**src/rtl/dac_ramp_writer_if.sv**
```systemverilog
// Serial pin bundle between the ramp writer and the external DAC.
// The writer drives all three pins; the DAC side only observes them.
interface dac_ramp_writer_if;
  logic dac_sclk;
  logic dac_sync_n;
  logic dac_din;

  modport master (output dac_sclk, output dac_sync_n, output dac_din);
  modport slave  (input  dac_sclk, input  dac_sync_n, input  dac_din);
endinterface

```
**src/rtl/dac_ramp_writer.sv**
```systemverilog
// Steps a DAC code from start to stop, one {command, data} serial frame per
// ramp step, while dac_start is held high; all outputs are registered.
module dac_ramp_writer #(
  parameter int                DATA_W      = 16,
  parameter int                CMD_W       = 8,
  parameter logic [CMD_W-1:0]  CMD_CODE    = 8'h30,
  parameter int                SCLK_HALF   = 2,
  parameter int                HOLD_CYCLES = 100
) (
  input  logic               clk,
  input  logic               reset,
  input  logic               dac_start,
  input  logic [DATA_W-1:0]  start_code,
  input  logic [DATA_W-1:0]  step_code,
  input  logic [DATA_W-1:0]  stop_code,
  dac_ramp_writer_if.master  dac,
  output logic               busy,
  output logic               frame_done,
  output logic               ramp_done
);

  localparam int FRAME_W    = CMD_W + DATA_W;
  localparam int SYNC_LOW   = 1 + FRAME_W * 2 * SCLK_HALF;
  localparam int GAP_RAW    = HOLD_CYCLES - SYNC_LOW;
  localparam int GAP_CYCLES = (GAP_RAW < 1) ? 1 : GAP_RAW;
  localparam int CNT_W      = $clog2(2 * SCLK_HALF + 1);
  localparam int BIT_W      = $clog2(FRAME_W + 1);
  localparam int GAP_W      = $clog2(GAP_CYCLES + 1);

  localparam logic [CNT_W-1:0] HALF_C     = CNT_W'(SCLK_HALF);
  localparam logic [CNT_W-1:0] LAST_C     = CNT_W'(2 * SCLK_HALF - 1);
  localparam logic [BIT_W-1:0] BITS_C     = BIT_W'(FRAME_W);
  localparam logic [GAP_W-1:0] GAP_LAST_C = GAP_W'(GAP_CYCLES - 1);

  typedef enum logic [2:0] {
    S_IDLE,
    S_LOAD,
    S_SHIFT,
    S_GAP,
    S_DONE
  } state_e;

  state_e              state_q, state_d;
  logic [DATA_W-1:0]   code_q, code_d;
  logic [DATA_W-1:0]   step_q, step_d;
  logic [DATA_W-1:0]   stop_q, stop_d;
  logic [FRAME_W-1:0]  frame_q, frame_d;
  logic [CNT_W-1:0]    cnt_q, cnt_d;
  logic [BIT_W-1:0]    bit_q, bit_d;
  logic [GAP_W-1:0]    gap_q, gap_d;
  logic                sclk_q, sclk_d;
  logic                sync_n_q, sync_n_d;
  logic                din_q, din_d;
  logic                busy_d, frame_done_d, ramp_done_d;

  logic [DATA_W:0]     sum;
  logic [DATA_W-1:0]   next_code;
  logic                load_frame;
  logic [DATA_W-1:0]   load_code;

  // The reset branch clears every register, outputs included, so the pins
  // return to idle the instant reset asserts, even in the middle of a frame.
  always_ff @(posedge clk or negedge reset) begin
    if (!reset) begin
      state_q    <= S_IDLE;
      code_q     <= '0;
      step_q     <= '0;
      stop_q     <= '0;
      frame_q    <= '0;
      cnt_q      <= '0;
      bit_q      <= '0;
      gap_q      <= '0;
      sclk_q     <= 1'b0;
      sync_n_q   <= 1'b1;
      din_q      <= 1'b0;
      busy       <= 1'b0;
      frame_done <= 1'b0;
      ramp_done  <= 1'b0;
    end else begin
      // NOTE: non-blocking assignments here so every register samples the
      // pre-edge values computed by the combinational block, regardless of order.
      state_q    <= state_d;
      code_q     <= code_d;
      step_q     <= step_d;
      stop_q     <= stop_d;
      frame_q    <= frame_d;
      cnt_q      <= cnt_d;
      bit_q      <= bit_d;
      gap_q      <= gap_d;
      sclk_q     <= sclk_d;
      sync_n_q   <= sync_n_d;
      din_q      <= din_d;
      busy       <= busy_d;
      frame_done <= frame_done_d;
      ramp_done  <= ramp_done_d;
    end
  end

  always_comb begin
    // NOTE: every variable gets a default before the case statement; a path
    // that leaves one unassigned would infer a latch.
    state_d      = state_q;
    code_d       = code_q;
    step_d       = step_q;
    stop_d       = stop_q;
    frame_d      = frame_q;
    cnt_d        = cnt_q;
    bit_d        = bit_q;
    gap_d        = gap_q;
    sclk_d       = sclk_q;
    sync_n_d     = sync_n_q;
    din_d        = din_q;
    busy_d       = busy;
    frame_done_d = 1'b0;
    ramp_done_d  = ramp_done;
    load_frame   = 1'b0;
    load_code    = code_q;

    // Carry-out lands in the extra bit, so an overflowing step clamps to stop.
    sum       = {1'b0, code_q} + {1'b0, step_q};
    next_code = (sum > {1'b0, stop_q}) ? stop_q : sum[DATA_W-1:0];

    case (state_q)
      S_IDLE: begin
        sclk_d      = 1'b0;
        sync_n_d    = 1'b1;
        din_d       = 1'b0;
        busy_d      = 1'b0;
        ramp_done_d = 1'b0;
        if (dac_start) begin
          step_d     = step_code;
          stop_d     = stop_code;
          code_d     = start_code;
          busy_d     = 1'b1;
          load_frame = 1'b1;
          load_code  = start_code;
        end
      end

      // Frame select and first bit are already on the pins; raise sclk for bit 0.
      S_LOAD: begin
        sclk_d  = 1'b1;
        cnt_d   = CNT_W'(1);
        bit_d   = '0;
        state_d = S_SHIFT;
      end

      S_SHIFT: begin
        cnt_d = (cnt_q == LAST_C) ? '0 : cnt_q + CNT_W'(1);
        if (cnt_q == LAST_C) begin
          bit_d = bit_q + BIT_W'(1);
        end
        if (cnt_q == '0) begin
          if (bit_q == BITS_C) begin
            sync_n_d     = 1'b1;
            sclk_d       = 1'b0;
            din_d        = 1'b0;
            frame_done_d = 1'b1;
            cnt_d        = '0;
            gap_d        = '0;
            state_d      = S_GAP;
          end else begin
            sclk_d  = 1'b1;
            frame_d = frame_q << 1;
            din_d   = frame_q[FRAME_W-2];
          end
        end else if (cnt_q == HALF_C) begin
          sclk_d = 1'b0;
        end
      end

      S_GAP: begin
        if (gap_q != GAP_LAST_C) begin
          gap_d = gap_q + GAP_W'(1);
        end else if (!dac_start) begin
          busy_d      = 1'b0;
          ramp_done_d = 1'b0;
          state_d     = S_IDLE;
        end else if ((code_q >= stop_q) || (step_q == '0)) begin
          busy_d      = 1'b0;
          ramp_done_d = 1'b1;
          state_d     = S_DONE;
        end else begin
          code_d     = next_code;
          load_frame = 1'b1;
          load_code  = next_code;
        end
      end

      S_DONE: begin
        sclk_d      = 1'b0;
        sync_n_d    = 1'b1;
        din_d       = 1'b0;
        busy_d      = 1'b0;
        ramp_done_d = 1'b1;
        if (!dac_start) begin
          ramp_done_d = 1'b0;
          state_d     = S_IDLE;
        end
      end

      default: begin
        sclk_d      = 1'b0;
        sync_n_d    = 1'b1;
        din_d       = 1'b0;
        busy_d      = 1'b0;
        ramp_done_d = 1'b0;
        state_d     = S_IDLE;
      end
    endcase

    // Entering LOAD puts the frame select and MSB on the pins in the same edge.
    if (load_frame) begin
      frame_d  = {CMD_CODE, load_code};
      sync_n_d = 1'b0;
      sclk_d   = 1'b0;
      din_d    = frame_d[FRAME_W-1];
      state_d  = S_LOAD;
    end
  end

  assign dac.dac_sclk   = sclk_q;
  assign dac.dac_sync_n = sync_n_q;
  assign dac.dac_din    = din_q;

endmodule

```
**src/flat_wrapper.sv**
```systemverilog
// flat-port wrapper written by rule: the top's interface ports become plain ports
module dac_ramp_writer_flat 
#(
  parameter int                DATA_W      = 16,
  parameter int                CMD_W       = 8,
  parameter logic [CMD_W-1:0]  CMD_CODE    = 8'h30,
  parameter int                SCLK_HALF   = 2,
  parameter int                HOLD_CYCLES = 100
)
  (clk, reset, dac_start, start_code, step_code, stop_code, busy, frame_done, ramp_done, dac_dac_sclk, dac_dac_sync_n, dac_dac_din);
  dac_ramp_writer_if dac_i ();
  input  logic clk;
  input  logic reset;
  input  logic dac_start;
  input  logic [DATA_W-1:0] start_code;
  input  logic [DATA_W-1:0] step_code;
  input  logic [DATA_W-1:0] stop_code;
  output logic busy;
  output logic frame_done;
  output logic ramp_done;
  output wire logic [$bits(dac_i.dac_sclk)-1:0] dac_dac_sclk;
  output wire logic [$bits(dac_i.dac_sync_n)-1:0] dac_dac_sync_n;
  output wire logic [$bits(dac_i.dac_din)-1:0] dac_dac_din;
  assign dac_dac_sclk = dac_i.dac_sclk;
  assign dac_dac_sync_n = dac_i.dac_sync_n;
  assign dac_dac_din = dac_i.dac_din;
  dac_ramp_writer #(.DATA_W(DATA_W), .CMD_W(CMD_W), .CMD_CODE(CMD_CODE), .SCLK_HALF(SCLK_HALF), .HOLD_CYCLES(HOLD_CYCLES)) u_core (.clk(clk), .reset(reset), .dac_start(dac_start), .start_code(start_code), .step_code(step_code), .stop_code(stop_code), .dac(dac_i), .busy(busy), .frame_done(frame_done), .ramp_done(ramp_done));
endmodule
```
**config.mk**
```make
export PLATFORM = sky130hd
export DESIGN_NAME = dac_ramp_writer_flat
export DESIGN_NICKNAME = d
export VERILOG_FILES = /design/src/rtl/dac_ramp_writer_if.sv /design/src/rtl/dac_ramp_writer.sv /design/src/flat_wrapper.sv
export SDC_FILE = /design/constraint.sdc
export NUM_CORES = 1
export LEC_CHECK = 0
export ABC_AREA = 1
export ABC_CLOCK_PERIOD_IN_PS = 9070
export BUFFER_PORTS_ARGS = -buffer_cell sky130_fd_sc_hd__buf_2
export CORE_ASPECT_RATIO = 0.5
export CORE_MARGIN = 5
export CORE_UTILIZATION = 30
export DETAILED_ROUTE_END_ITERATION = 16
export GPL_TIMING_DRIVEN = 0
export PLACE_DENSITY_LB_ADDON = 0.25
export SKIP_LAST_GASP = 1
export SLEW_MARGIN = 40
export SYNTH_ARGS = -nofsm -noshare
export SYNTH_HDL_FRONTEND = slang
export SYNTH_SLANG_ARGS = --single-unit
```
**constraint.sdc**
```tcl
create_clock -name clk -period 9.07 [get_ports clk]
set_input_delay 0.4535 -clock clk [delete_from_list [all_inputs] [get_ports clk]]
set_output_delay 0.4535 -clock clk [all_outputs]
set_load 0.02 [all_outputs]
```
==> flow_summary_export.csv, run 1 <==
group,metric,value,unit
worst_hold_path,hp-start,"step_code[15]",
cells_and_area,area_growth_syn_to_layout,15.8,%
clocking,cts_sinks,90,
cells_and_area,antenna_cells,0,
clocking,cts-root-buf,"clkbuf_16",
critical_path,crit_path_end_kind,"flip-flop",
timing,timing.fmax,0.268,GHz
critical_path,slowest_stage,"fa_1",
timing,whs,0.283,ns
grt,grt_pass1_vias,5743,
grt,grt_use_met3,3.36,%
timing,relSlewSlack,54.8,%
status,status,"completed",
placement,dp_hpwl,14.2,mm
critical_path,crit_top_cell,"nand2_1",
drt,wl,17.9,mm
drt,ant_nets,0,
floorplanning,die_area,23600,sq um
floorplanning,initial_core_util,30.2,%
clocking,post_cts_buffers,0,
critical_path,max_stage_delay,0.44,ns
power,vdd_ir_drop_max,0.0840,mV
timing,setup_viol,0,
critical_path,worstPathRequired,9.32,ns
timing,fin_crit_sh,41.2,%
cells_and_area,fin_nets,1010,
power,powerDensity,114,nW/um^2
timing,rsz0062_at_grt,"false",
synth,yosys-top-cells-area,"dfrtp_1 36%, nand2_1 15%, ha_1 11%",
cells_and_area,drive_gt1_share,12.5,%
synth,synth-edff-count,0,
timing,slew_violations,0,
worst_hold_path,holdCritPathClass,"input pin to flip-flop",
synth,netlist_area,6130,sq um
floorplanning,coreArea,20300,sq um
synth,ys_seq_elements,90,
timing,finalHoldViolations,0,
critical_path,worstPathArrival,3.99,ns
clocking,cts.path.max_buffers,2,
critical_path,critical-path-top-delay-family,"simple AND/OR/NAND/NOR gates",
synth,ys.flop_type,"dfrtp_1",
grt,use_met1,20.8,%
floorplanning,core.rowCount,37,
synth,ys_async_sr_fraction,100,%
floorplanning,ios,57,
worst_hold_path,holdPathEnd,"u_core.step_q[15]$_DFFE_PN0P_",
timing,tightestPinTransition,0.678,ns
critical_path,worstPathBufferInverterCount,5,
grt,grt_most_used_layer,"met2",
synth,ys_seq_area_share,36.7,%
grt,gr-usage-met2,25.3,%
placement,port_buffers,56,
power,power.leakage,4.02,nW
clocking,cts_made_buffers,9,
grt,overflow,0,
critical_path,critPathKind,"flip-flop to flip-flop",
drt,drc,0,
synth,synth.distinct_cells,41,
placement,globalplace.congestion,0.920,
synth,yosysTopAreaCell,"dfrtp_1",
synth,yosys_warnings,0,
critical_path,regToRegEndpoint,"u_core.frame_q[10]$_DFFE_PN0P_",
clocking,cts_tree,"done",
clocking,ctsHtreeMaxLevel,3,
grt,track_usage,15.5,%
synth,syn_nets,941,
cells_and_area,final_common_cell,"nand2_1",
synth,syn_avg_cell_area,7.34,sq um
drt,via_per_inst,4.72,
synth,netlist.area_leader.share,36.3,%
critical_path,r2r_cells,25,
floorplanning,dieHeight,111,um
timing,final.setup.tns,0,ns
grt,antenna_found_initial,0,
critical_path,rrSetupSlack,5.33,ns
cells_and_area,final_cell_mix,"250 x nand2_1, 112 x inv_1, 89 x dfrtp_1",
grt,grt_first_pass_wirelength,29.0,mm
run,drv_cap,0,
worst_hold_path,hold_depth,3,
clocking,path_clk_slew,0.08,ns
drt,wl_per_cell,15.2,um
timing,clock_skew,0.0156,ns
floorplanning,die_w,212,um
drt,first_pass_iters,5,
critical_path,r2r_start,"u_core.step_q[0]$_DFFE_PN0P_",
grt,grt_max_degree,59,
critical_path,start_kind,"flip-flop",
drt,vias,5583,
timing,min_period,3.74,ns
clocking,clk_latency,0.36,ns
drt,drt-initial-drc-count,287,
critical_path,critical_path.max_fanout,10,
synth,synthCells,835,
==> cells in the mapped netlist, drive strengths merged (3+ instances only) <==
master  number
dfrtp       89
ha          54
inv        119
nor2        48
a21o         4
o22ai        5
nand2      256
a21oi       54
nor3         9
buf         14
nand3b       3
o21ai       62
clkbuf       8
nand4        3
o211ai      12
nand3       76
xor2         9
==> tightest hold or removal path, stage by stage <==
cell and delay, ns:
buf_2 0.08, nand2_1 0.04, nand2_1 0.04
==> per-stage QoR <==
step	instances	util (%)	cell area (sq um)	worst slack, ns	total power, mW
6_report	1182	35.0	7100	5.33	0.813
3_3_place_gp	1164	33.2	6750	5.41	0.428
3_5_place_dp	1165	33.4	6790	5.39	0.431
4_1_cts	1182	35.0	7100	5.37	0.825
5_1_grt	1182	35.0	7100	4.99	0.843
2_1_floorplan	835	-	6130	5.98	0.409
==> layout make-up <==
class | instances | area [sq um]
Buffer | 22 | 174
Clock buffer | 9 | 225
Clock inverter | 7 | 76.3
Fill cell | 2188 | 13200
Inverter | 119 | 447
Multi-Input combinational cell | 604 | 3260
Sequential cell | 90 | 2250
Tap cell | 273 | 342
Timing Repair Buffer | 58 | 328
==> routing by layer <==
metal | up-vias | wire (um) | part of all wire, %
li1 | 2837 | - | -
met1 | 2628 | 8610 | 48
met2 | 96 | 8280 | 46
met3 | 22 | 684 | 3.8
met4 | 0 | 360 | 2.0
met5 | - | 0 | 0
==> power by group <==
| part | internal (mW) | switching [mW] |
|---|---|---|
| sequential | 0.401 | 0 |
| combinational | 0.00943 | 0.0120 |
| clock | 0.197 | 0.194 |
| total | 0.607 | 0.206 |
==> worst max path at each step <==
stage	start	to	slack [ns]	depth (start not counted)
after CTS	u_core.step_q[0]$_DFFE_PN0P_	u_core.frame_q[6]$_DFFE_PN0P_	5.37	23
after global placement	u_core.code_q[2]$_DFF_PN0_	u_core.frame_q[6]$_DFFE_PN0P_	5.41	22
after global routing	u_core.code_q[2]$_DFF_PN0_	u_core.frame_q[3]$_DFFE_PN0P_	4.99	22
after floorplan	u_core.step_q[0]$_DFFE_PN0P_	u_core.frame_q[1]$_DFFE_PN0P_	5.98	25
after detailed placement	u_core.code_q[2]$_DFF_PN0_	u_core.frame_q[10]$_DFFE_PN0P_	5.39	22
final	u_core.step_q[0]$_DFFE_PN0P_	u_core.frame_q[10]$_DFFE_PN0P_	5.33	25
==> registers in the layout, summed over array words and instances (netlist names) <==
register               flops
u_core.gap_q               2
u_core.state_q             3
u_core.dac.dac_sclk        1
u_core.frame_done          1
u_core.dac.dac_sync_n      1
u_core.stop_q             16
u_core.cnt_q               3
u_core.frame_q            23
u_core.ramp_done           1
u_core.busy                1
u_core.step_q             16
u_core.code_q             16
u_core.bit_q               5
u_core.dac.dac_din         1
==> timing repair <==
item,CTS,global route
hold endpoints to repair,32,0
hold buffers,1,0
gates resized for setup,0,0
==> logic make-up (layout without fill, tap and decap cells) <==
logic type	after synthesis	count (layout)	synth area share, %
AOI/OAI and AO/OA	141	141	12.8
xor gates and xnor gates	10	10	1.43
adders and majority gates	55	55	11.3
buffers and inverters	141	215	10.1
DFF	90	90	36.7
and+or+nand+nor	398	398	27.5
Note: power is estimated with default switching activity, not from simulation.
==> inputs of run 2 (changes only) <==
--- a/config.mk
+++ b/config.mk
@@ -6,7 +6,7 @@
 export NUM_CORES = 1
 export LEC_CHECK = 0
 export ABC_AREA = 1
-export ABC_CLOCK_PERIOD_IN_PS = 9070
+export ABC_CLOCK_PERIOD_IN_PS = 3200
 export BUFFER_PORTS_ARGS = -buffer_cell sky130_fd_sc_hd__buf_2
 export CORE_ASPECT_RATIO = 0.5
 export CORE_MARGIN = 5
==> constraint.sdc (replaced) <==
create_clock -name clk -period 3.2 [get_ports clk]
set_input_delay 0.16 -clock clk [delete_from_list [all_inputs] [get_ports clk]]
set_output_delay 0.16 -clock clk [all_outputs]
set_load 0.02 [all_outputs]
==> run 2 against run 1 <==
  * The run now ends with setup timing left
  * Sequential cell count unchanged
  * First-iteration DRC count increased by 8.7%
  * Clock-buffer cell count unchanged
  * Power increased to 2.9 times the previous value
  * Fmax increased by 11%
  * Sequential power increased to 2.8 times the previous value
  * Critical path depth decreased by 3
  * Worst setup slack got worse by 5.5 ns
==> flow_summary_export.csv, run 2 (same netlist as run 1, synthesis figures left out) <==
group,metric,value,unit
drt,wl,19.7,mm
cells_and_area,antenna_cells,0,
critical_path,critPathKind,"flip-flop to flip-flop",
drt,drc,0,
critical_path,r2r_cells,22,
timing,clock_skew,0.0141,ns
worst_hold_path,holdCritPathClass,"input pin to flip-flop",
cells_and_area,area_growth_syn_to_layout,35.6,%
floorplanning,die_w,212,um
timing,rsz0062_at_grt,"true",
timing,fin_crit_sh,106,%
critical_path,rrSetupSlack,-0.18,ns
grt,track_usage,16.3,%
drt,wl_per_cell,16.1,um
cells_and_area,regMostFlops,"u_core.frame_q",
clocking,clk_latency,0.36,ns
status,violations,"setup timing",
clocking,cts_sinks,90,
cells_and_area,multi_input_area,4070,sq um
placement,post-place-ws,-0.479,ns
grt,grt_max_degree,59,
critical_path,regToRegEndpoint,"u_core.frame_q[12]$_DFFE_PN0P_",
power,finalPower,2.32,mW
cells_and_area,drive_gt1_share,31.0,%
worst_hold_path,hp-start,"step_code[10]",
placement,dp_hpwl,14.2,mm
critical_path,critical_path.max_fanout,5,
drt,drt-initial-drc-count,312,
cells_and_area,largest_reg_flops,23,
drt,first_pass_iters,4,
floorplanning,coreArea,20300,sq um
timing,setup_viol,31,
clocking,path_clk_slew,0.08,ns
grt,overflow,0,
grt,antenna_found_initial,0,
critical_path,start_kind,"flip-flop",
timing,min_period,3.38,ns
critical_path,critPathLaunch,"u_core.code_q[5]$_DFF_PN0_",
critical_path,worstPathArrival,3.64,ns
timing,timing.fmax,0.296,GHz
drt,vias,5935,
status,status,"complete, but fails checks",
placement,globalplace.congestion,0.920,
worst_hold_path,holdPathEnd,"u_core.step_q[10]$_DFFE_PN0P_",
timing,tightestPinTransition,0.688,ns
floorplanning,initial_core_util,30.2,%
clocking,cts-root-buf,"clkbuf_16",
drt,ant_nets,0,
placement,port_buffers,56,
critical_path,worstPathRequired,3.46,ns
timing,worst_slack,-0.179,ns
timing,slew_violations,0,
floorplanning,dieHeight,111,um
placement,placed_cells,1165,
clocking,ctsHtreeMaxLevel,3,
cells_and_area,fin_nets,1054,
timing,finalHoldViolations,0,
cells_and_area,seq_area,2260,sq um
floorplanning,die_area,23600,sq um
critical_path,crit_path_end_kind,"flip-flop",
cells_and_area,instances_no_fill,1226,
critical_path,r2r_start,"u_core.code_q[5]$_DFF_PN0_",
power,vdd_ir_drop_max,0.245,mV
clocking,cts_made_buffers,9,
cells_and_area,final_cell_mix,"201 x nand2_1, 108 x inv_1, 80 x dfrtp_1",
floorplanning,ios,57,
power,powerDensity,279,nW/um^2
cells_and_area,n_fill_cell,2066,
run,drv_cap,0,
grt,grt_first_pass_wirelength,30.3,mm
clocking,cts.path.max_buffers,2,
power,power.leakage,4.35,nW
cells_and_area,final_common_cell,"nand2_1",
grt,grt_pass1_vias,6019,
timing,relSlewSlack,54.2,%
clocking,cts_tree,"done",
worst_hold_path,hold_depth,3,
drt,via_per_inst,4.84,
floorplanning,core.rowCount,37,
-- run 2: cell types whose count changed in the layout (fill, tap and decap cells not counted), sizes merged --
| cell | previous run | this run |
|---|---|---|
| buf | 71 | 107 |
| dlygate4sd3 | 1 | 9 |
-- run 2: final cells by class --
class / instances / area share [%]
Buffer: 22 / 2.20
Inverter: 119 / 5.37
Tap cell: 273 / 4.11
Multi-Input combinational cell: 604 / 48.9
Sequential cell: 90 / 27.2
Clock buffer: 9 / 2.71
Clock inverter: 7 / 0.918
Timing Repair Buffer: 102 / 8.57
-- run 2: how the worst max path moves through the flow --
stage	slack, ns	to	cells after the start
after floorplan	0.11	u_core.frame_q[2]$_DFFE_PN0P_	25
after global placement	-0.46	u_core.frame_q[6]$_DFFE_PN0P_	22
after detailed placement	-0.48	u_core.frame_q[10]$_DFFE_PN0P_	22
after CTS	-0.17	u_core.frame_q[5]$_DFFE_PN0P_	27
after global routing	-0.33	u_core.frame_q[7]$_DFFE_PN0P_	23
final	-0.18	u_core.frame_q[12]$_DFFE_PN0P_	22
-- run 2: through the flow --
step | cell area, sq um | util (%) | TNS, ns | hold slack (ns)
2_1_floorplan | 6130 | - | 0 | -0.136
5_1_grt | 8320 | 40.9 | -7.91 | 0.00428
3_5_place_dp | 6790 | 33.4 | -10.20 | 0.0445
3_3_place_gp | 6750 | 33.2 | -9.52 | 0.354
4_1_cts | 7700 | 37.9 | -3.11 | 0.00135
6_report | 8320 | 40.9 | -3.46 | 0.00736
-- run 2: repair_timing --
action                                 in CTS  in global routing
buffers inserted                           15                 20
cloned                                      1                  0
gates resized for setup                    79                111
endpoints found under the hold margin      40                  0
pin swaps                                  24                 47
hold buffers                                9                  0
setup endpoints to repair                  32                 32
-- run 2: power breakdown --
group / total, mW / switching (mW) / internal, mW
logic: 0.0681 / 0.0350 / 0.0331
clock network: 1.12 / 0.559 / 0.559
registers: 1.14 / 0 / 1.14
total: 2.32 / 0.594 / 1.73
-- run 2: routing by layer --
metal	global-route usage, %	wire, um
met1	21.3	8960
met4	5.75	606
met2	26.6	9320
met5	0	0
met3	3.62	840
-- run 2: critical path, stage by stage (launching register included) --
cell,delay [ns]
dfrtp_2,0.47
ha_4,0.28
a21oi_2,0.25
o21ai_0,0.13
a21oi_1,0.17
nand2_2,0.10
xor2_2,0.21
ha_4,0.25
a21oi_2,0.17
nor3_2,0.06
nor3_2,0.20
nand2_1,0.08
nand2_1,0.07
nand2_2,0.06
nand2_4,0.10
nand2_8,0.08
buf_16,0.16
nand2_2,0.05
nand3_2,0.08
nand2_2,0.11
nand3_2,0.08
nand2_1,0.07
inv_1,0.04
==> inputs of run 3 (changes only) <==
--- a/config.mk
+++ b/config.mk
@@ -6,7 +6,7 @@
 export NUM_CORES = 1
 export LEC_CHECK = 0
 export ABC_AREA = 1
-export ABC_CLOCK_PERIOD_IN_PS = 3200
+export ABC_CLOCK_PERIOD_IN_PS = 3000
 export BUFFER_PORTS_ARGS = -buffer_cell sky130_fd_sc_hd__buf_2
 export CORE_ASPECT_RATIO = 0.5
 export CORE_MARGIN = 5
==> constraint.sdc (replaced) <==
create_clock -name clk -period 3 [get_ports clk]
set_input_delay 0.15 -clock clk [delete_from_list [all_inputs] [get_ports clk]]
set_output_delay 0.15 -clock clk [all_outputs]
set_load 0.02 [all_outputs]
==> run 3 against run 2 <==
  * Via count down 2.2%
  * Final area down 0.93%
  * The run still ends with setup timing left
  * Core utilization down 0.38 points
  * Register-to-register slack worse by 0.23 ns
  * Sequential cell count unchanged
  * Cell count down 0.57%
  * Critical endpoint is now u_core.frame_q[13]$_DFFE_PN0P_
  * Worst hold slack worse by 0.0016 ns
  * Critical path depth up 4
==> flow_summary_export.csv, run 3 (same netlist as run 1, synthesis figures left out) <==
group,metric,value,unit
status,status,"complete, but fails checks",
status,violations,"setup timing",
clocking,cts_tree,"done",
power,intPower,1.97,mW
timing,fin_crit_sh,114,%
timing,timing.fmax,0.293,GHz
grt,antenna_found_initial,0,
power,p_seq_share,47.6,%
critical_path,r2r_start,"u_core.step_q[0]$_DFFE_PN0P_",
floorplanning,ios,57,
critical_path,worstPathArrival,3.66,ns
cells_and_area,area_growth_syn_to_layout,34.4,%
worst_hold_path,holdPathEnd,"u_core.stop_q[11]$_DFFE_PN0P_",
power,p_comb_share,3.1,%
timing,setup_viol,32,
drt,wl,19.1,mm
power,switching_power,574,uW
cells_and_area,final_cell_mix,"209 x nand2_1, 109 x inv_1, 80 x dfrtp_1",
clocking,cts_sinks,90,
clocking,cts_made_buffers,9,
critical_path,slowest_stage,"dfrtp_1",
run,drv_cap,0,
clocking,clk_latency,0.36,ns
placement,placed_cells,1165,
floorplanning,die_area,23600,sq um
worst_hold_path,hp-start,"stop_code[11]",
clocking,path_clk_slew,0.08,ns
power,switching_share,22.5,%
drt,via_per_inst,4.76,
placement,globalplace.congestion,0.914,
critical_path,crit_path_end_kind,"flip-flop",
drt,drt-initial-drc-count,298,
timing,min_period,3.41,ns
cells_and_area,antenna_cells,0,
cells_and_area,regMostFlops,"u_core.frame_q",
timing,tightestPinTransition,0.699,ns
timing,rsz0062_at_grt,"true",
floorplanning,coreArea,20300,sq um
cells_and_area,instances_no_fill,1219,
timing,relSlewSlack,53.4,%
timing,worst_slack,-0.414,ns
worst_hold_path,holdCritPathClass,"input pin to flip-flop",
critical_path,regToRegEndpoint,"u_core.frame_q[13]$_DFFE_PN0P_",
floorplanning,core.rowCount,37,
timing,finalHoldViolations,0,
drt,ant_nets,0,
floorplanning,dieHeight,111,um
power,powerDensity,309,nW/um^2
cells_and_area,fin_nets,1047,
power,power.leakage,4.30,nW
grt,overflow,0,
floorplanning,initial_core_util,30.2,%
critical_path,critical_path.max_fanout,5,
drt,vias,5803,
grt,grt_first_pass_wirelength,30.8,mm
critical_path,start_kind,"flip-flop",
grt,grt_pass1_vias,5923,
placement,dp_hpwl,14.1,mm
clocking,ctsHtreeMaxLevel,3,
timing,slew_violations,0,
cells_and_area,largest_reg_flops,23,
clocking,cts-root-buf,"clkbuf_16",
drt,drc,0,
drt,first_pass_iters,5,
critical_path,worstPathRequired,3.25,ns
floorplanning,die_w,212,um
critical_path,max_stage_delay,0.37,ns
critical_path,critPathKind,"flip-flop to flip-flop",
worst_hold_path,hold_depth,3,
placement,port_buffers,56,
cells_and_area,final_common_cell,"nand2_1",
critical_path,r2r_cells,26,
grt,track_usage,16.4,%
cells_and_area,drive_gt1_share,28.5,%
timing,clock_skew,0.0165,ns
drt,wl_per_cell,15.7,um
power,p_clk_share,49.3,%
clocking,cts.path.max_buffers,2,
critical_path,rrSetupSlack,-0.41,ns
power,vdd_ir_drop_max,0.258,mV
grt,grt_max_degree,51,
power,finalPower,2.55,mW
-- run 3: stage by stage --
step	worst slack [ns]	setup TNS [ns]	area [sq um]	util, %	hold slack, ns
2_1_floorplan	-0.00531	-0.0435	6150	-	-0.146
3_3_place_gp	-0.689	-16.25	6770	33.3	0.344
3_5_place_dp	-0.691	-16.25	6810	33.5	0.0640
4_1_cts	-0.385	-9.67	7880	38.8	0.00210
5_1_grt	-0.613	-17.11	8240	40.5	0.0169
6_report	-0.414	-10.46	8240	40.5	0.00573
-- run 3: worst max-delay path by stage --
stage / from / end / slack [ns] / cells past startpoint
finish: u_core.step_q[0]$_DFFE_PN0P_ / u_core.frame_q[13]$_DFFE_PN0P_ / -0.41 / 26
global route: u_core.code_q[6]$_DFF_PN0_ / u_core.frame_q[12]$_DFFE_PN0P_ / -0.61 / 25
CTS: u_core.step_q[0]$_DFFE_PN0P_ / u_core.frame_q[7]$_DFFE_PN0P_ / -0.38 / 25
detailed placement: u_core.code_q[2]$_DFF_PN0_ / u_core.frame_q[6]$_DFFE_PN0P_ / -0.69 / 22
global placement: u_core.code_q[2]$_DFF_PN0_ / u_core.frame_q[6]$_DFFE_PN0P_ / -0.69 / 22
floorplan: u_core.step_q[0]$_DFFE_PN0P_ / u_core.frame_q[2]$_DFFE_PN0P_ / -0.005 / 25
-- run 3: power by group through the flow --
stage                     registers (mW)  clock network, mW  logic, mW
final                               1.21               1.26     0.0789
after global routing                1.21               1.33     0.0908
after CTS                           1.21               1.28     0.0815
after detailed placement            1.24                  0     0.0660
after global placement              1.24                  0     0.0584
after floorplan                     1.24                  0   0.000401
-- run 3: worst max-delay path: cells and delay by family (launching register included) --
family                     cells  cell delay [ns]
DFF                            1             0.37
AOI/OAI and AO/OA              1             0.18
xor gates and xnor gates       1             0.09
and+or+nand+nor               16             1.30
buffers and inverters          5             0.47
adders and majority gates      3             0.87
-- run 3: repair_timing --
action,in CTS,in global routing
pin swaps,39,53
cloned,2,0
buffers inserted,15,6
endpoints found under the hold margin,54,0
endpoints found under the setup margin,32,32
hold buffers,15,0
gates resized for setup,93,76
-- run 3: cell type report --
class                           instances  area [sq um]
Timing Repair Buffer                   95           687
Tap cell                              273           342
Inverter                              119           447
Clock buffer                           12           267
Clock inverter                          4          55.1
Sequential cell                        90          2260
Multi-Input combinational cell        604          3990
Buffer                                 22           189
Fill cell                            2081         12100
-- run 3: routing by layer --
metal / GRT usage [%] / vias up / share of wire (%)
met4: 4.89 / 0 / 2.5
met1: 22.3 / 2794 / 48
li1: - / 2917 / -
met5: 0 / - / 0
met2: 26.8 / 68 / 46
met3: 2.91 / 24 / 3.0
